**src/rtl/byte_lsu_if.sv**
```systemverilog
// Core-side request/response and byte-wide RAM port signals of the load/store unit.
// slave: the LSU itself; master: the core plus RAM environment that drives it.
interface byte_lsu_if;
    logic        req;
    logic        req_we;
    logic [1:0]  req_size;
    logic        req_uns;
    logic [31:0] req_addr;
    logic [31:0] req_wdata;
    logic        busy;
    logic        done;
    logic        err;
    logic [31:0] rdata;
    logic [31:0] mem_ra;
    logic [31:0] mem_rd;
    logic        mem_we;
    logic [31:0] mem_wa;
    logic [31:0] mem_wd;

    modport slave (
        input  req, req_we, req_size, req_uns, req_addr, req_wdata, mem_rd,
        output busy, done, err, rdata, mem_ra, mem_we, mem_wa, mem_wd
    );

    modport master (
        output req, req_we, req_size, req_uns, req_addr, req_wdata, mem_rd,
        input  busy, done, err, rdata, mem_ra, mem_we, mem_wa, mem_wd
    );
endinterface

```
**src/rtl/byte_lsu.sv**
```systemverilog
// Byte-serial load/store unit: one RAM byte per clock, done n+1 cycles after accept; req ignored unless IDLE.
// MISALIGN_TRAP_EN: misaligned half/word skips memory and returns done+err one cycle after accept.
module byte_lsu #(
    parameter int ADDR_BITS = 9
) (
    input  logic        clk,
    input  logic        rst_n,
    byte_lsu_if.slave   bus
);
    typedef enum logic [1:0] {IDLE, XFER, DONE} state_t;

    state_t                 r_state;
    state_t                 w_state_nxt;
    logic                   r_we;
    logic                   r_uns;
    logic [1:0]             r_size;
    logic [1:0]             r_cnt;
    logic [1:0]             r_last;
    logic [ADDR_BITS-1:0]   r_addr;
    logic [31:0]            r_wdata;
    logic [31:0]            r_asm;
    logic [31:0]            r_rdata;
    logic                   w_accept;
    logic                   w_trap;
    logic                   w_last;
    logic [ADDR_BITS-1:0]   w_cur_addr;
    logic [31:0]            w_asm_nxt;
    logic [31:0]            w_ext;
    logic                   w_unused;

`ifdef MISALIGN_TRAP_EN
    logic                   r_err;
    logic                   w_misalign;
    assign w_misalign = ((bus.req_size == 2'b01) && bus.req_addr[0]) ||
                        (bus.req_size[1] && (bus.req_addr[1:0] != 2'b00));
    assign w_trap     = w_misalign;
    assign bus.err    = (r_state == DONE) && r_err;
`else
    assign w_trap     = 1'b0;
    assign bus.err    = 1'b0;
`endif

    assign w_unused   = ^{bus.mem_rd[31:8], bus.req_addr[31:ADDR_BITS]};
    assign w_accept   = (r_state == IDLE) && bus.req;
    assign w_last     = (r_cnt == r_last);
    // Address arithmetic stays ADDR_BITS wide so carries wrap inside the RAM.
    assign w_cur_addr = r_addr + {{(ADDR_BITS-2){1'b0}}, r_cnt};

    always_comb begin
        w_asm_nxt = r_asm;
        w_asm_nxt[{r_cnt, 3'b000} +: 8] = bus.mem_rd[7:0];
    end

    always_comb begin
        w_ext = w_asm_nxt;
        case (r_size)
            2'b00:   w_ext = {{24{~r_uns & w_asm_nxt[7]}},  w_asm_nxt[7:0]};
            2'b01:   w_ext = {{16{~r_uns & w_asm_nxt[15]}}, w_asm_nxt[15:0]};
            default: w_ext = w_asm_nxt;
        endcase
    end

    always_ff @(posedge clk or negedge rst_n) begin
        if (!rst_n) begin
            r_state <= IDLE;
        end else begin
            r_state <= w_state_nxt;
        end
    end

    always_comb begin
        w_state_nxt = r_state;
        case (r_state)
            IDLE:    if (bus.req) w_state_nxt = w_trap ? DONE : XFER;
            XFER:    if (w_last)  w_state_nxt = DONE;
            DONE:    w_state_nxt = IDLE;
            default: w_state_nxt = IDLE;
        endcase
    end

    always_ff @(posedge clk or negedge rst_n) begin
        if (!rst_n) begin
            r_we    <= 1'b0;
            r_uns   <= 1'b0;
            r_size  <= 2'b00;
            r_cnt   <= 2'b00;
            r_last  <= 2'b00;
            r_addr  <= '0;
            r_wdata <= '0;
            r_asm   <= '0;
            r_rdata <= '0;
`ifdef MISALIGN_TRAP_EN
            r_err   <= 1'b0;
`endif
        end else if (w_accept) begin
            r_we    <= bus.req_we;
            r_uns   <= bus.req_uns;
            r_size  <= bus.req_size;
            r_cnt   <= 2'b00;
            r_last  <= (bus.req_size == 2'b00) ? 2'd0 :
                       (bus.req_size == 2'b01) ? 2'd1 : 2'd3;
            r_addr  <= bus.req_addr[ADDR_BITS-1:0];
            r_wdata <= bus.req_wdata;
            r_asm   <= '0;
`ifdef MISALIGN_TRAP_EN
            r_err   <= w_misalign;
`endif
        end else if (r_state == XFER) begin
            r_cnt <= r_cnt + 2'd1;
            if (!r_we) begin
                r_asm <= w_asm_nxt;
                // Result registers on the last byte edge so it is visible during DONE.
                if (w_last) r_rdata <= w_ext;
            end
        end
    end

    assign bus.busy   = (r_state == XFER);
    assign bus.done   = (r_state == DONE);
    assign bus.rdata  = r_rdata;
    assign bus.mem_we = (r_state == XFER) && r_we;
    assign bus.mem_ra = {{(32-ADDR_BITS){1'b0}}, w_cur_addr};
    assign bus.mem_wa = {{(32-ADDR_BITS){1'b0}}, w_cur_addr};
    assign bus.mem_wd = {24'b0, r_wdata[{r_cnt, 3'b000} +: 8]};
endmodule

```
**src/flat_wrapper.sv**
```systemverilog
// flat-port wrapper written by rule: the top's interface ports become plain ports
module byte_lsu_flat 
#(
    parameter int ADDR_BITS = 9
)
  (clk, rst_n, bus_req, bus_req_we, bus_req_size, bus_req_uns, bus_req_addr, bus_req_wdata, bus_mem_rd, bus_busy, bus_done, bus_err, bus_rdata, bus_mem_ra, bus_mem_we, bus_mem_wa, bus_mem_wd);
  byte_lsu_if bus_i ();
  input  logic clk;
  input  logic rst_n;
  input wire logic [$bits(bus_i.req)-1:0] bus_req;
  input wire logic [$bits(bus_i.req_we)-1:0] bus_req_we;
  input wire logic [$bits(bus_i.req_size)-1:0] bus_req_size;
  input wire logic [$bits(bus_i.req_uns)-1:0] bus_req_uns;
  input wire logic [$bits(bus_i.req_addr)-1:0] bus_req_addr;
  input wire logic [$bits(bus_i.req_wdata)-1:0] bus_req_wdata;
  input wire logic [$bits(bus_i.mem_rd)-1:0] bus_mem_rd;
  output wire logic [$bits(bus_i.busy)-1:0] bus_busy;
  output wire logic [$bits(bus_i.done)-1:0] bus_done;
  output wire logic [$bits(bus_i.err)-1:0] bus_err;
  output wire logic [$bits(bus_i.rdata)-1:0] bus_rdata;
  output wire logic [$bits(bus_i.mem_ra)-1:0] bus_mem_ra;
  output wire logic [$bits(bus_i.mem_we)-1:0] bus_mem_we;
  output wire logic [$bits(bus_i.mem_wa)-1:0] bus_mem_wa;
  output wire logic [$bits(bus_i.mem_wd)-1:0] bus_mem_wd;
  assign bus_i.req = bus_req;
  assign bus_i.req_we = bus_req_we;
  assign bus_i.req_size = bus_req_size;
  assign bus_i.req_uns = bus_req_uns;
  assign bus_i.req_addr = bus_req_addr;
  assign bus_i.req_wdata = bus_req_wdata;
  assign bus_i.mem_rd = bus_mem_rd;
  assign bus_busy = bus_i.busy;
  assign bus_done = bus_i.done;
  assign bus_err = bus_i.err;
  assign bus_rdata = bus_i.rdata;
  assign bus_mem_ra = bus_i.mem_ra;
  assign bus_mem_we = bus_i.mem_we;
  assign bus_mem_wa = bus_i.mem_wa;
  assign bus_mem_wd = bus_i.mem_wd;
  byte_lsu #(.ADDR_BITS(ADDR_BITS)) u_core (.clk(clk), .rst_n(rst_n), .bus(bus_i));
endmodule
```
**config.mk**
```make
export PLATFORM = sky130hd
export DESIGN_NAME = byte_lsu_flat
export DESIGN_NICKNAME = d
export VERILOG_FILES = /design/src/rtl/byte_lsu_if.sv /design/src/rtl/byte_lsu.sv /design/src/flat_wrapper.sv
export SDC_FILE = /design/constraint.sdc
export NUM_CORES = 1
export LEC_CHECK = 0
export CORE_MARGIN = 4
export CORE_UTILIZATION = 40
export CTS_CLUSTER_SIZE = 12
export DETAILED_ROUTE_END_ITERATION = 8
export PLACE_DENSITY = 0.9
export SETUP_SLACK_MARGIN = 0.3
export SLEW_MARGIN = 20
export SYNTH_ARGS = -nofsm -noshare
export SYNTH_HDL_FRONTEND = slang
export SYNTH_SLANG_ARGS = --single-unit
```
**constraint.sdc**
```tcl
create_clock -name clk -period 2.5 [get_ports clk]
set_input_delay 0.5 -clock clk [delete_from_list [all_inputs] [get_ports clk]]
set_output_delay 0.5 -clock clk [all_outputs]
set_load 0.005 [all_outputs]
```
==> metrics.md <==
| Metric | Value |
|---|---|
| Status | finished, final reports clean |
| Setup ws final | 0.0924 ns |
| Largest cells by area after synthesis | dfrtp_1 48%, buf_4 10%, mux2_2 8.3% |
| Placed instance area | 7010 µm² |
| Initial DRT Pass Iterations | 5 |
| Synthesis-stage register bit count | 115 |
| Max-cap viol count | 0 |
| Cell Pwr Density | 1300 nW/µm² |
| Die span in y | 130 µm |
| WP data required | 2.00 ns |
| Clock root cell | clkbuf_16 |
| Worst Tran Pin Value | 0.590 ns |
| Routed vias | 4387 |
| RePlAce Congestion | 0.781 |
| Async S/R FF share, synth | 100% |
| H-Tree Depth | 4 |
| Worst skew pair latency | 0.41 ns |
| Vias per cell | 5.10 |
| Seq/Total Area, Yosys | 48.4% |
| DRC Markers | 0 |
| Synth top cells by count | 115 x dfrtp_1, 83 x buf_4, 44 x mux2_2 |
| Number of global-route vias before repair | 4419 |
| Die Span X | 130 µm |
| TritonCTS Buffers | 17 |
| # IOs | 235 |
| Post-place setup slack | 0.0471 ns |
| R2r setup slk | 0.24 ns |
| Leak | 3.42 nW |
| Netlist cell types | 42 |
| Post-Route Skew | 0.0110 ns |
| GR Util met1 | 20.7% |
| CTS tree | built |
| Clock Pin Slew Worst Setup and Hold Paths | 0.06 ns |
| Final Instance Count excl. Fillers | 860 |
| CP Capture Type | primary output |
| Top Usage Layer GRT | met2 |
| Worst Path Max Fanout | 4 |
| First-pass GRT wire length | 23100 µm |
| Largest net degree at the start of global routing | 46 |
| Worst EP arrival | 1.91 ns |
| Mean post-synth cell area | 11.3 µm² |
| Final hold viol count | 0 |
| Final Cell Area | 7920 µm² |
| Worst r2r src | u_core.r_cnt[0] |
| Tcrit/Tclk final | 96.3% |
| Most area-hungry cell type in the Yosys netlist | dfrtp_1 |
| Area growth syn-to-layout | 33.2% |
| Unrepaired setup endpoints after global routing | true |
| Overall routing resource usage | 17.6% |
| Worst vdd ir | 0.606 mV |
| Mapped Cells | 528 |
| Inst Count DP | 809 |
| Final setup vio count | 0 |
| Buffers on Ports | 116 |
| Core Area | 14500 µm² |
| Yosys top cell area share | 48.4% |
| Most frequent cell after synthesis | dfrtp_1 |
| Met3 Use GR | 5.44% |
| WL final | 15100 µm |
| M2 GR Usage | 29.5% |
| Worst Reg-to-Reg Cells | 8 |
| Die area | 16900 µm² |
| Initial antenna violation count | 0 |
| Clock sink count | 115 |
| Yosys warns | 0 |
| Pins Over Slew Limit | 0 |
| DP HPWL | 9730 µm |
| Primary FF master, synth | dfrtp_1 |
| GRT overflow | 0 |
| Max Clock Freq | 0.415 GHz |
| Post-synth EDFFs | 0 |
| Remaining antenna violation count after routing | 0 |
| FP Rows | 44 |
| Clock buffer depth | 2 |
| Fin util | 54.5% |
| Max transition margin | 60.4% |
| Critical Path Source Type | flip-flop |
| Drt wl/cell | 17.6 µm |
| Ant diodes | 0 |
| Tightest Hold Check Type | input port to async pin |
| Synth Cell Area | 5940 µm² |
| Final setup TNS | 0 ns |
| Starting Density | 40.9% |
| DRT iter0 DRCs | 330 |
| Critical path class | flip-flop to primary output |
| Ratio of cells with drive above 1 in the final layout | 29.6% |
| Tmin final | 2.41 ns |
| Worst reg2reg path endpoint | u_core.r_asm[22] |
| Nets | 778 |
-- how the worst max path moves through the flow --
stage                     startpoint                   end  slack [ns]  cells past startpoint
global route         u_core.r_cnt[0]         bus_mem_wa[8]        0.01                      6
floorplan            u_core.r_cnt[0]  u_core.bus.rdata[24]        0.31                     10
global placement    u_core.r_addr[0]         bus_mem_ra[8]        0.12                      6
detailed placement   u_core.r_cnt[0]  u_core.bus.rdata[30]        0.05                      7
finish              u_core.r_addr[0]         bus_mem_wa[6]        0.09                      6
CTS                  u_core.r_cnt[0]         bus_mem_wa[8]        0.10                      6
-- state kept, by name, summed over array words and instances (netlist names) --
signal,flops
u_core.bus.rdata,32
u_core.r_asm,32
u_core.r_we,1
u_core.r_cnt,2
u_core.r_state,2
u_core.r_size,2
u_core.r_addr,9
u_core.r_last,2
u_core.r_wdata,32
u_core.r_uns,1
-- per-layer routing --
metal	share of wire, %	vias to the layer above
met4	3.8	0
met1	36	2102
met3	8.4	58
li1	-	1998
met5	0	-
met2	51	229
-- layout make-up --
type	count	area (µm²)
Clock buffer	21	470
Sequential cell	115	2880
Tap cell	184	230
Clock inverter	7	60.1
Fill cell	1136	6620
Inverter	14	52.6
Multi-Input combinational cell	361	2710
Timing Repair Buffer	158	1520
-- power breakdown --
group | internal, mW | switching (mW) | total (mW) | leakage (nW)
Sequential | 2.61 | 0.514 | 3.12 | 1.41
Combinational | 2.65 | 2.28 | 4.92 | 1.74
Clock | 1.41 | 0.805 | 2.21 | 0.270
Total | 6.66 | 3.60 | 10.3 | 3.42
-- per-stage QoR --
stage          power, mW  hold WS, ns
6_report            10.3       0.0245
5_1_grt             10.9       0.0491
4_1_cts             9.94       0.0244
3_5_place_dp        7.55        0.467
3_3_place_gp        7.38        0.459
2_1_floorplan       5.76        0.204
-- critical path, cell delays in order, from the launching register on --
cell	delay [ns]
dfrtp_1	0.43
ha_4	0.19
fa_2	0.38
buf_4	0.16
nand3_2	0.08
xnor2_2	0.11
buf_2	0.14
-- repair_timing --
item / in CTS / in global routing
hold buffers: 0 / 0
resized for setup: 132 / 27
pin swaps: 14 / 6
setup buffers: 11 / 11
endpoints found under the setup margin: 89 / 45
gates cloned: 1 / 0
-- cells in the final DEF, fill, tap and decap left out, types with 4 or more instances in the layout --
| master | n |
|---|---|
| nor2_1 | 39 |
| o22ai_1 | 8 |
| mux2_2 | 44 |
| a21oi_2 | 17 |
| nand2_1 | 21 |
| a32oi_1 | 9 |
| clkinv_2 | 6 |
| buf_12 | 5 |
| mux4_2 | 8 |
| clkbuf_16 | 17 |
| nand3_1 | 9 |
| a21oi_1 | 8 |
| buf_2 | 21 |
| a31oi_1 | 13 |
| a22oi_1 | 7 |
| clkdlybuf4s50_1 | 90 |
| inv_1 | 11 |
| xor2_1 | 4 |
| nor2b_1 | 10 |
| buf_6 | 13 |
| o21ai_1 | 4 |
| dfrtp_1 | 113 |
| o21ai_0 | 13 |
| buf_4 | 25 |
| a22o_1 | 24 |
| conb_1 | 71 |
-- kinds of logic after synthesis --
group                    after synthesis  synth area share (%)
AO/OA/AOI/OAI                        112                  13.6
XOR/XNOR                               9                  1.33
adder cells (fa/ha/maj)                8                  1.81
buffers and inverters                122                  13.7
flip-flops                           115                  48.4
multiplexers                          52                  11.4
other                                  1                0.0631
AND/OR/NAND/NOR                      109                  9.71
Power figures use the tool's default switching activity.
==> patch (config.mk and constraints unchanged) <==
Re-encode `state_t` (3 states) as one-hot, 3 bits wide.
--- a/src/rtl/byte_lsu.sv
+++ b/src/rtl/byte_lsu.sv
@@ -7,7 +7,7 @@
     input  logic        rst_n,
     byte_lsu_if.slave   bus
 );
-    typedef enum logic [1:0] {IDLE, XFER, DONE} state_t;
+    typedef enum logic [2:0] {IDLE = 3'b001, XFER = 3'b010, DONE = 3'b100} state_t;
 
     state_t                 r_state;
     state_t                 w_state_nxt;
Formal check against the unedited RTL: no difference found for any inputs over 4 cycles, from zero or initial values and one cycle with rst_n low; so few cycles prove little.
==> patch against the unedited design <==
Register-to-register slack worse by 0.08 ns. Wire length up 8.7%. Largest power group unchanged. Via count increased by 12%. Synthesized area grew 1.1%. Count of clock-buffer cells in the layout grew 5. Setup slack better by 0.048 ns. Critical path depth increased by 1. Clock skew fell by 0.0044 ns. Fmax increased by 2.0%. Sequential cell count grew 1. Combinational power decreased by 20%. Total power down 9.6%. Final area grew 3.3%. Highest routed layer unchanged.
==> patch: results (changes against the unedited design) <==
The run finished with clean final reports. The static leakage power was 3.75 nW (+9.5%). The top fanout value on the critical path is 3 (-1), and the flip-flop and latch share of the layout cell area is 35.6% (-0.81 points). The via count of the first global-routing pass was 4857 (+9.9%); the count of plain and timing-repair buffers was 160 (+1.3%). The clock insertion delay at the later pin of the skew report was 0.41 ns (about the same). Sorting the synthesized cells by area gives the leading types as sky130_fd_sc_hd__dfrtp_1, sky130_fd_sc_hd__buf_4, sky130_fd_sc_hd__nand2_1. The tools report the root cell of the clock tree as sky130_fd_sc_hd__clkbuf_16.

For the final weighted congestion of routability-driven global placement, the log shows 0.811 (+3.8%). The number of fill cells is 1142 (+0.53%). Number of synthesis warnings: 0 (unchanged). The slowest stage of the critical path belongs to the cell sky130_fd_sc_hd__dfrtp_2.

The share of synthesized registers carrying an async set or reset came out at 100% (unchanged). The worst slew margin relative to its limit came out at 47.0% (-13 points). The initial antenna violation count is 0 (unchanged), and the data arrival time of the critical path is 1.86 ns (-0.05 ns).

Biggest cell delay along the critical path: 0.45 ns (+0.02 ns). Placement-stage cell area: 7110 um2 (+1.4%). The multi-input gate count is 454 (+26%), and the number of nets in the layout is 870 (+12%). Non-clock inverter instance count of the final layout: 10 (-4). The proportion of cell area occupied by multi-input gates is 35.3% (+1.1 points). CTS buffer count: 17 (unchanged).

The total of clock buffers placed in the layout is 26 (+24%), and the non-clock buffer contribution to total cell area is 18.9% (-0.26 points). Proportion of cell area spent on the clock network: 6.90% (+0.20 points). The ratio of cells with drive above 1 in the final layout works out to 22.6% (-7.0 points). The logs give 24.4 mm (+5.3%) for the wire length of the first global-routing pass and 10.5 mm (+7.4%) for the post-DP HPWL. The tools report the number of antenna repair diodes as 0 (unchanged). The min-delay analysis places its worst path in the category in2async.

For the worst supply voltage drop on vdd, the log shows 0.579 mV (-4.5%). The worst-case clock buffer depth was 2 (unchanged); the CTS H-tree depth was 4 (unchanged). After clock tree synthesis, the clock-pin slew on the worst setup and hold paths is 0.05 ns.

The tools report the clock skew after layout as 0.00663 ns (-0.00439 ns). The detailed-route vias per instance came out at 5.13 (+0.59%). The number of sequential cells in the layout was 116 (+0.87%). Largest net degree at the start of global routing: 50 (+8.7%). For the starting DRC count in detailed routing, the log shows 361 (+9.4%). The port buffer count came out at 116 (unchanged).

The average wire per cell in the routed design is 17.2 um (-2.0%). The overall global routing resource usage is 18.5% (+0.90 points), and the sequential-to-total area share from yosys stat is 48.3% (-0.097 points). The commonest cells after synthesis are sky130_fd_sc_hd__nand2_1, sky130_fd_sc_hd__dfrtp_1, sky130_fd_sc_hd__buf_4.

In the synthesized netlist the dominant register cell turns out to be sky130_fd_sc_hd__dfrtp_1. The netlist area before placement was 6010 um2 (+1.1%). The number of detailed-route iterations in the first pass was 5 (unchanged); the number of distinct library cells after synthesis was 49 (+17%).
-- patch: changes by cell type after synthesis, moves of 8 or more --
cell	unedited run	this run
sky130_fd_sc_hd__nand2_1	22	157
sky130_fd_sc_hd__a21oi_1	8	32
sky130_fd_sc_hd__a31oi_2	0	10
sky130_fd_sc_hd__a21oi_2	17	0
sky130_fd_sc_hd__a31oi_1	17	6
sky130_fd_sc_hd__o21ai_0	14	6
sky130_fd_sc_hd__mux2_2	44	0
-- patch: metrics by stage --
step | worst slack [ns] | util [%] | total power [mW] | TNS [ns] | instances
3_3_place_gp | -0.0289 | 48.6 | 6.45 | -0.282 | 897
4_1_cts | 0.0865 | 53.9 | 9.01 | 0 | 945
2_1_floorplan | 0.310 | - | 5.00 | 0 | 692
3_5_place_dp | -0.0973 | 48.6 | 6.59 | -0.919 | 897
6_report | 0.140 | 55.8 | 9.27 | 0 | 954
5_1_grt | 0.0674 | 55.8 | 9.83 | 0 | 954
-- patch: where the power goes --
part	switching (mW)	leakage (nW)	internal, mW
Sequential	0.489	1.42	2.56
Combinational	1.93	2.04	1.99
Clock	0.795	0.282	1.51
-- patch: cell families (layout without fill, tap and decap cells) --
family | Yosys count | after routing | share of synthesized area (%)
flops | 116 | 116 | 48.3
fa+ha+maj | 8 | 8 | 1.79
buf+inv | 122 | 200 | 13.4
xor+xnor | 10 | 10 | 1.46
other cells | 1 | 71 | 0.0624
simple gates | 251 | 251 | 19.0
compound gates | 106 | 106 | 12.9
mux | 8 | 8 | 3.00
-- patch: worst max-delay path, delay by kind of cell, from the launching register on --
family,cells,cell delay [ns]
compound gates,1,0.15
simple gates,1,0.07
flops,1,0.45
xor+xnor,1,0.15
buf+inv,3,0.35
fa+ha+maj,1,0.27
-- patch: metal layers --
metal | track usage [%] | share of wire (%)
met1 | 21.6 | 38
met2 | 31.4 | 51
met3 | 5.20 | 7.1
met4 | 8.83 | 4.0
met5 | 0 | 0
-- patch: final timing paths --
check                                               start                               end  slack, ns  depth (start not counted)
max reg2reg                   u_core.r_cnt[0]$_DFFE_PN0P_  u_core.bus.rdata[31]$_DFFE_PN0P_       0.16                          9
max                           u_core.r_cnt[1]$_DFFE_PN0P_                     bus_mem_wa[7]       0.14                          7
max in group asynchronous                           rst_n      u_core.r_asm[11]$_DFFE_PN0P_       1.70                          2
min reg2reg                u_core.r_wdata[16]$_DFFE_PN0P_    u_core.r_wdata[16]$_DFFE_PN0P_       0.47                          2
min                                                 rst_n      u_core.r_asm[24]$_DFFE_PN0P_       0.07                          1
min in group clk           u_core.r_wdata[16]$_DFFE_PN0P_    u_core.r_wdata[16]$_DFFE_PN0P_       0.47                          2
-- patch: repair_timing --
item | in CTS | in global routing
buffers inserted | 17 | 8
setup endpoints to repair | 49 | 72
cloned | 1 | 1
pin swaps | 15 | 12
resized for setup | 121 | 48
